## config.mk

```make
export PLATFORM = sky130hd
export DESIGN_NAME = cache_flush_walker_flat
export DESIGN_NICKNAME = d
export VERILOG_FILES = /design/src/rtl/cache_flush_walker_if.sv /design/src/rtl/cache_flush_walker.sv /design/src/flat_wrapper.sv
export SDC_FILE = /design/constraint.sdc
export NUM_CORES = 1
export LEC_CHECK = 0
export CAP_MARGIN = 10
export CORE_UTILIZATION = 30
export CTS_BUF_LIST = sky130_fd_sc_hd__clkbuf_4 sky130_fd_sc_hd__clkbuf_8
export CTS_CLUSTER_DIAMETER = 30
export DETAILED_ROUTE_END_ITERATION = 16
export HOLD_SLACK_MARGIN = 0.03
export PLACE_DENSITY = 0.65
export SLEW_MARGIN = 5
export SYNTH_ARGS = -nofsm -noshare
export SYNTH_HDL_FRONTEND = slang
export SYNTH_SLANG_ARGS = --single-unit
export TNS_END_PERCENT = 50
```

## constraint.sdc

```tcl
create_clock -name clk -period 2.5 [get_ports clk]
set_input_delay 0.625 -clock clk [delete_from_list [all_inputs] [get_ports clk]]
set_output_delay 0.625 -clock clk [all_outputs]
set_load 0.01 [all_outputs]
```

## src/rtl/cache_flush_walker_if.sv

```systemverilog
// rtl/cache_flush_walker_if.sv - flush walker handshake, tag-store command and write-back bus
interface cache_flush_walker_if #(
  parameter int LSB          = 6,
  parameter int WSB          = 1,
  parameter int TAG_SEL_BITS = 20
);
  logic                    grant;
  logic                    start_valid;
  logic                    start_ready;
  logic                    done_valid;
  logic                    done_ready;
  logic                    busy;
  logic                    tag_init;
  logic                    tag_flush;
  logic [LSB-1:0]          tag_line_idx;
  logic [LSB-1:0]          tag_line_idx_n;
  logic [WSB-1:0]          tag_evict_way;
  logic                    tag_evict_dirty;
  logic [TAG_SEL_BITS-1:0] tag_evict_tag;
  logic                    wb_valid;
  logic                    wb_ready;
  logic [LSB-1:0]          wb_line_idx;
  logic [TAG_SEL_BITS-1:0] wb_tag;

  modport master (
    input  grant, start_valid, done_ready, tag_evict_dirty, tag_evict_tag, wb_ready,
    output start_ready, done_valid, busy, tag_init, tag_flush, tag_line_idx,
           tag_line_idx_n, tag_evict_way, wb_valid, wb_line_idx, wb_tag
  );

  modport slave (
    output grant, start_valid, done_ready, tag_evict_dirty, tag_evict_tag, wb_ready,
    input  start_ready, done_valid, busy, tag_init, tag_flush, tag_line_idx,
           tag_line_idx_n, tag_evict_way, wb_valid, wb_line_idx, wb_tag
  );
endinterface

```

## src/rtl/cache_flush_walker.sv

```systemverilog
// rtl/cache_flush_walker.sv - walks a bank's tag store for init after reset and for flush requests
module cache_flush_walker #(
  parameter int CACHE_SIZE   = 1024,
  parameter int LINE_SIZE    = 16,
  parameter int NUM_BANKS    = 1,
  parameter int NUM_WAYS     = 1,
  parameter int WRITEBACK    = 0,
  parameter int TAG_SEL_BITS = 20
) (
  input  logic                 clk,
  input  logic                 reset,
  cache_flush_walker_if.master bus
);
  localparam int LINES = CACHE_SIZE / (LINE_SIZE * NUM_BANKS);
  localparam int LSB   = (LINES > 1) ? $clog2(LINES) : 1;
  localparam int WSB   = (NUM_WAYS > 1) ? $clog2(NUM_WAYS) : 1;
  localparam logic [LSB-1:0] LAST_LINE = LSB'(LINES - 1);
  localparam logic [WSB-1:0] LAST_WAY  = WSB'(NUM_WAYS - 1);
  localparam bit WB_EN = (WRITEBACK != 0);

  typedef enum logic [2:0] {S_INIT, S_IDLE, S_READ, S_FLUSH, S_WB, S_DONE} state_t;

  state_t                  state_q, state_d;
  logic [LSB-1:0]          line_q, line_d;
  logic [WSB-1:0]          way_q, way_d;
  logic [LSB-1:0]          wb_line_q, wb_line_d;
  logic [TAG_SEL_BITS-1:0] wb_tag_q, wb_tag_d;
  logic                    busy_q, busy_d;
  logic                    start_ready_q, start_ready_d;
  logic                    done_valid_q, done_valid_d;
  logic                    wb_valid_q, wb_valid_d;
  logic                    advance;

  always_comb begin
    state_d   = state_q;
    line_d    = line_q;
    way_d     = way_q;
    wb_line_d = wb_line_q;
    wb_tag_d  = wb_tag_q;
    advance   = 1'b0;

    case (state_q)
      S_INIT: begin
        if (bus.grant) begin
          if (line_q == LAST_LINE) begin
            state_d = S_IDLE;
            line_d  = '0;
          end else begin
            line_d = line_q + LSB'(1);
          end
        end
      end
      S_IDLE: begin
        if (bus.start_valid && start_ready_q) begin
          line_d  = '0;
          way_d   = '0;
          state_d = WB_EN ? S_READ : S_FLUSH;
        end
      end
      S_READ: begin
        if (bus.grant) state_d = S_FLUSH;
      end
      S_FLUSH: begin
        if (bus.grant) begin
          if (WB_EN) begin
            wb_line_d = line_q;
            wb_tag_d  = bus.tag_evict_tag;
            if (bus.tag_evict_dirty) state_d = S_WB;
            else                     advance = 1'b1;
          end else if (line_q == LAST_LINE) begin
            state_d = S_DONE;
          end else begin
            line_d = line_q + LSB'(1);
          end
        end else if (WB_EN) begin
          // The read issued in READ may be stale once the bank owned the store; redo it.
          state_d = S_READ;
        end
      end
      S_WB: begin
        if (bus.wb_ready) advance = 1'b1;
      end
      S_DONE: begin
        if (bus.done_ready) state_d = S_IDLE;
      end
      default: state_d = S_INIT;
    endcase

    if (advance) begin
      if (way_q == LAST_WAY) begin
        if (line_q == LAST_LINE) begin
          state_d = S_DONE;
        end else begin
          way_d   = '0;
          line_d  = line_q + LSB'(1);
          state_d = S_READ;
        end
      end else begin
        way_d   = way_q + WSB'(1);
        state_d = S_READ;
      end
    end

    busy_d        = (state_d != S_IDLE);
    start_ready_d = (state_d == S_IDLE);
    done_valid_d  = (state_d == S_DONE);
    wb_valid_d    = (state_d == S_WB);
  end

  always_ff @(posedge clk) begin
    if (!reset) begin
      state_q       <= S_INIT;
      line_q        <= '0;
      way_q         <= '0;
      wb_line_q     <= '0;
      wb_tag_q      <= '0;
      busy_q        <= 1'b1;
      start_ready_q <= 1'b0;
      done_valid_q  <= 1'b0;
      wb_valid_q    <= 1'b0;
    end else begin
      state_q       <= state_d;
      line_q        <= line_d;
      way_q         <= way_d;
      wb_line_q     <= wb_line_d;
      wb_tag_q      <= wb_tag_d;
      busy_q        <= busy_d;
      start_ready_q <= start_ready_d;
      done_valid_q  <= done_valid_d;
      wb_valid_q    <= wb_valid_d;
    end
  end

  // Commands follow grant within the cycle; the bank owns the store whenever grant is low.
  assign bus.tag_init       = reset && bus.grant && (state_q == S_INIT);
  assign bus.tag_flush      = reset && bus.grant && (state_q == S_FLUSH);
  assign bus.tag_line_idx   = line_q;
  assign bus.tag_line_idx_n = line_q;
  assign bus.tag_evict_way  = way_q;
  assign bus.start_ready    = start_ready_q;
  assign bus.done_valid     = done_valid_q;
  assign bus.busy           = busy_q;
  assign bus.wb_valid       = wb_valid_q;
  assign bus.wb_line_idx    = wb_line_q;
  assign bus.wb_tag         = wb_tag_q;
endmodule

```

## src/flat_wrapper.sv

```systemverilog
// flat-port wrapper written by rule: the top's interface ports become plain ports
module cache_flush_walker_flat 
#(
  parameter int CACHE_SIZE   = 1024,
  parameter int LINE_SIZE    = 16,
  parameter int NUM_BANKS    = 1,
  parameter int NUM_WAYS     = 1,
  parameter int WRITEBACK    = 0,
  parameter int TAG_SEL_BITS = 20
)
  (clk, reset, bus_grant, bus_start_valid, bus_done_ready, bus_tag_evict_dirty, bus_tag_evict_tag, bus_wb_ready, bus_start_ready, bus_done_valid, bus_busy, bus_tag_init, bus_tag_flush, bus_tag_line_idx, bus_tag_line_idx_n, bus_tag_evict_way, bus_wb_valid, bus_wb_line_idx, bus_wb_tag);
  cache_flush_walker_if #(.LSB((6)), .WSB((1)), .TAG_SEL_BITS(TAG_SEL_BITS)) bus_i ();
  input  logic clk;
  input  logic reset;
  input wire logic [$bits(bus_i.grant)-1:0] bus_grant;
  input wire logic [$bits(bus_i.start_valid)-1:0] bus_start_valid;
  input wire logic [$bits(bus_i.done_ready)-1:0] bus_done_ready;
  input wire logic [$bits(bus_i.tag_evict_dirty)-1:0] bus_tag_evict_dirty;
  input wire logic [$bits(bus_i.tag_evict_tag)-1:0] bus_tag_evict_tag;
  input wire logic [$bits(bus_i.wb_ready)-1:0] bus_wb_ready;
  output wire logic [$bits(bus_i.start_ready)-1:0] bus_start_ready;
  output wire logic [$bits(bus_i.done_valid)-1:0] bus_done_valid;
  output wire logic [$bits(bus_i.busy)-1:0] bus_busy;
  output wire logic [$bits(bus_i.tag_init)-1:0] bus_tag_init;
  output wire logic [$bits(bus_i.tag_flush)-1:0] bus_tag_flush;
  output wire logic [$bits(bus_i.tag_line_idx)-1:0] bus_tag_line_idx;
  output wire logic [$bits(bus_i.tag_line_idx_n)-1:0] bus_tag_line_idx_n;
  output wire logic [$bits(bus_i.tag_evict_way)-1:0] bus_tag_evict_way;
  output wire logic [$bits(bus_i.wb_valid)-1:0] bus_wb_valid;
  output wire logic [$bits(bus_i.wb_line_idx)-1:0] bus_wb_line_idx;
  output wire logic [$bits(bus_i.wb_tag)-1:0] bus_wb_tag;
  assign bus_i.grant = bus_grant;
  assign bus_i.start_valid = bus_start_valid;
  assign bus_i.done_ready = bus_done_ready;
  assign bus_i.tag_evict_dirty = bus_tag_evict_dirty;
  assign bus_i.tag_evict_tag = bus_tag_evict_tag;
  assign bus_i.wb_ready = bus_wb_ready;
  assign bus_start_ready = bus_i.start_ready;
  assign bus_done_valid = bus_i.done_valid;
  assign bus_busy = bus_i.busy;
  assign bus_tag_init = bus_i.tag_init;
  assign bus_tag_flush = bus_i.tag_flush;
  assign bus_tag_line_idx = bus_i.tag_line_idx;
  assign bus_tag_line_idx_n = bus_i.tag_line_idx_n;
  assign bus_tag_evict_way = bus_i.tag_evict_way;
  assign bus_wb_valid = bus_i.wb_valid;
  assign bus_wb_line_idx = bus_i.wb_line_idx;
  assign bus_wb_tag = bus_i.wb_tag;
  cache_flush_walker #(.CACHE_SIZE(CACHE_SIZE), .LINE_SIZE(LINE_SIZE), .NUM_BANKS(NUM_BANKS), .NUM_WAYS(NUM_WAYS), .WRITEBACK(WRITEBACK), .TAG_SEL_BITS(TAG_SEL_BITS)) u_core (.clk(clk), .reset(reset), .bus(bus_i));
endmodule
```

# Word level (Yosys, flattened, before mapping)
# Index checks and enable logic that the tools add are counted.
[word_totals] ff_bits=14 input_bits=27 out_inout_bits=45 wordCells=51
[classes] n_addsub=2 n_eq_ne=10 mux=27 reduce_logical=5
[op_table] operator="6-bit 2-to-1 mux" n=8
[op_table] operator="3-bit 2-to-1 mux" n=10
[op_table] operator="3-bit case mux with 6 select lines" n=1
[op_table] operator="6-bit case mux with 3 select lines" n=1
[op_table] operator="3-bit == test (second input constant)" n=4
[op_table] operator="1-bit 2-to-1 mux" n=7
[op_table] operator="6-bit by 1-bit adder with 6-bit output (second input constant)" n=1
[op_table] operator="3-bit by 1-bit == test with 1-bit output (second input constant)" n=2
[op_table] operator="3-bit by 2-bit == test with 1-bit output (second input constant)" n=2
[op_table] operator="6-bit == test (second input constant)" n=1
[op_table] operator="1-bit logical AND" n=4
[op_table] operator="3-bit zero test" n=1
[op_table] operator="3-bit by 1-bit inequality test with 1-bit output (second input constant)" n=1
[op_table] operator="1-bit adder (second input constant)" n=1

# Longest topological paths before layout
# Gate-level depths: netlist (run 1).
[logic_depth] ltp_word=7 mapped_depth=9 mapped_depth_nobuf=9

# Worst setup path before layout (run 1)
# No wires, ideal clock.
[synth_timing] path_type="input to output" start="input port bus_grant" end="output port bus_tag_flush" t_arrival_ns=1.279 required_time_ns=1.875 setup_slack_ns=0.596 path_stages=4 path_buffers=1 cell_sequence="buf_2 nor2b_1 nand2_1 nor2_1"
[synth_via] elab_chain_len=2
[synth_rtl] item="start, declared" line="flat_wrapper.sv:15" text="input wire logic [$bits(bus_i.grant)-1:0] bus_grant;"
[synth_rtl] item="1-bit logical AND (2 in a row)" line="cache_flush_walker.sv:136" text="assign bus.tag_flush = reset && bus.grant && (state_q == S_FLUSH);"
[synth_rtl] item="end, declared" line="flat_wrapper.sv:25" text="output wire logic [$bits(bus_i.tag_flush)-1:0] bus_tag_flush;"
# No other way between the ends.

# Worst setup path after layout (run 1)
# Same ends and word-level chain as after synthesis.

==> impl_metrics.ini, run 1 <==
[status]
outcome = complete, no violations

[critical_path]
crit_chain = clkdlybuf4s50_1 -> nor2b_2 -> nand2_1 -> nor2_1 -> dlygate4sd2_1
cp_max_fo = 2
end_kind = primary output
rr_worst_depth = 8
crit_type = primary input to primary output
crit_required_ns = 1.88
slowest_stage = clkdlybuf4s50_1
worstSetupStartpointType = primary input
arrival_ns = 1.77
crit_buf_inv = 2
worst-path-stages = 5
crit_family = buffers and inverters
critPathMaxStageDelay_ns = 0.52

[sta]
slew_viol_final = 0
grt_setup_unrepaired = false
hold_viol_final = 0
min_period_over_period = 0.959
finClkSkew_ns = 0.00580
setup_viol = 0
finalCriticalPeriod_ns = 2.40
max_freq_mhz = 417

[floorplan]
ioPinCount = 72
core_mm2 = 0.00406
initial_utilization = 0.319
die_w_um = 67.6
die_h_um = 67.6
dieArea_mm2 = 0.00457
rows = 23

[drt]
routedWlPerCell_um = 12.5
route.vias.total = 1128
final_antenna_net_count = 0
drt_wl_total_um = 2890
via_per_inst = 4.88
drt_iter0_drc = 44
drc = 0
drtPass1Iterations = 4

[logic_synthesis]
synth_edf_count = 0
syn_area_mm2 = 0.00129
synth_ff_type = dfxtp_1
synthArstFlopShare = 0
synthDistinctLibCells = 57
ys_ff_latch = 14
synth_warnings = 0
syn_inst = 156
postSynthAreaPerCell_um2 = 8.29
seq_area_frac_synth = 0.217

[placement]
hpwl_um = 2160
gp_congestion = 0.786
port_buffers = 24
dp.cells = 227

[clock_network]
ctsResizeCount = 3
cts_buffers = 3
h-tree-depth = 1
clock_sinks = 14
clk_latency_ns = 0.24
cts_setup_buffers = 0
cts_buffer_depth = 2
cts_tree = yes
clock_tree.root_cell = clkbuf_8
hold_buffers = 0
clkTransAtPathRegs_ns = 0.06

[global_routing]
grt_pass1_wl_um = 4530
grt_pass1_vias = 953
grt_overflow = 0
antenna_found_initial = 0
grt_max_degree = 18
grt_use_total = 0.132

[hold_path]
hold_depth = 1
min_path_type = flip-flop to flip-flop

[finish]
mostFrequentLayoutCell = conb_1
layout-drive-gt1-share = 0.149
areaGrowthSynthToFinish_pct = 19.6
instances_no_fill = 231
num_antenna_cells = 0
layout_common_cells = conb_1 (26), clkdlybuf4s50_1 (22), dfxtp_1 (14), buf_4 (10), nand2_1 (8)
final_util = 0.381
final_net_count = 211

[power]
p_leak_nw = 0.597
vdd_drop_max_uv = 144
power_uw = 561
powerDensity_mw_per_mm2 = 363

[run]
drv_cap = 0
report_power, final:
group | total, mW | internal [mW] | switching, mW
logic | 0.0995 | 0.0451 | 0.0544
clock network | 0.222 | 0.139 | 0.0830
registers | 0.239 | 0.228 | 0.0109
total | 0.561 | 0.412 | 0.148
worst register-to-register path, stage by stage (launching register included):
cell and delay [ns]:
dfxtp_1 0.51, ha_1 0.36, nand2_1 0.12, nor2_2 0.16, inv_2 0.12, ha_1 0.29, o22ai_1 0.15, a21oi_2 0.08
a221oi_2 0.23
kinds of logic after synthesis:
family	share of synthesized area
AOI/OAI and AO/OA	0.287
xor gates and xnor gates	0.00678
adders and majority gates	0.0194
buffers and inverters	0.229
DFF	0.217
muxes	0.0232
other	0.00290
and+or+nand+nor	0.215
layer usage:
metal / vias to the layer above / wire length (um) / part of all wire / global-route usage
met5: - / 0 / 0 / 0
met4: 0 / 27 / 0.0094 / 0.0585
met3: 2 / 125 / 0.043 / 0.0169
met2: 34 / 1330 / 0.46 / 0.198
met1: 526 / 1410 / 0.49 / 0.184
li1: 566 / - / - / -
worst paths after layout:
| path | startpoint | endpoint | slack [ns] |
|---|---|---|---|
| worst max-delay path | bus_grant | bus_tag_flush | 0.10 |
| worst min-delay path | u_core.bus.tag_line_idx[1] | u_core.bus.tag_line_idx[1] | 0.56 |
| worst max register to register | u_core.bus.tag_line_idx[0] | u_core.bus.tag_line_idx[0] | 0.40 |
| worst min register to register | u_core.bus.tag_line_idx[1] | u_core.bus.tag_line_idx[1] | 0.56 |
stage by stage:
step	hold slack, ns	cell area [um2]	setup TNS, ns	setup slack, ns
finish	0.559	1550	0	0.102
global route	0.603	1550	0	0.0276
CTS	0.565	1550	0	0.101
detailed placement	0.556	1490	-0.374	-0.188
global placement	0.555	1490	-0.372	-0.192
floorplan	0.554	1390	0	0.596
cell usage after synthesis (2+ instances only):
library cell  instances  share of area
a211oi_1              4          0.023
a21oi_1               4          0.015
a311oi_1              2          0.014
a31o_1                2          0.014
a31oi_1               4          0.019
and3_1                2         0.0097
buf_2                 3          0.012
buf_4                34           0.20
dfxtp_1              14           0.22
ha_1                  2          0.019
inv_1                 4          0.012
mux2i_1               3          0.023
nand2_1               8          0.023
nand2b_1              6          0.029
nand3_1               3          0.012
nor2_1                5          0.015
nor2_2                2         0.0097
nor2b_1               5          0.024
nor3_1                4          0.015
o21a_1                3          0.017
o21ai_0               2         0.0077
o21bai_1              2          0.012
o22ai_1               3          0.015
o2bb2ai_1             2          0.014
flip-flops by register name, indices dropped and copies added (netlist names):
name	flops
u_core.bus.tag_line_idx	6
u_core.state_q	3
u_core.bus.busy	1
u_core.bus.done_valid	1
u_core.bus.start_ready	1
u_core.bus.tag_evict_way	1
u_core.bus.wb_valid	1
final cells by class:
| type | instances | area (um2) |
|---|---|---|
| sequential | 14 | 280 |
| multi-input combinational | 123 | 812 |
| inverter | 6 | 22.5 |
| fill | 427 | 2510 |
| tap | 50 | 62.6 |
| timing repair buffer | 34 | 313 |
| clock buffer | 4 | 55.1 |
Note: power is estimated with default switching activity, not from simulation.
==> run 2, diff against run 1 <==
- CTS_CLUSTER_SIZE: unset -> 12
==> results of run 2 <==
Same layout as run 1: the final DEF is identical, and so are final timing and power.
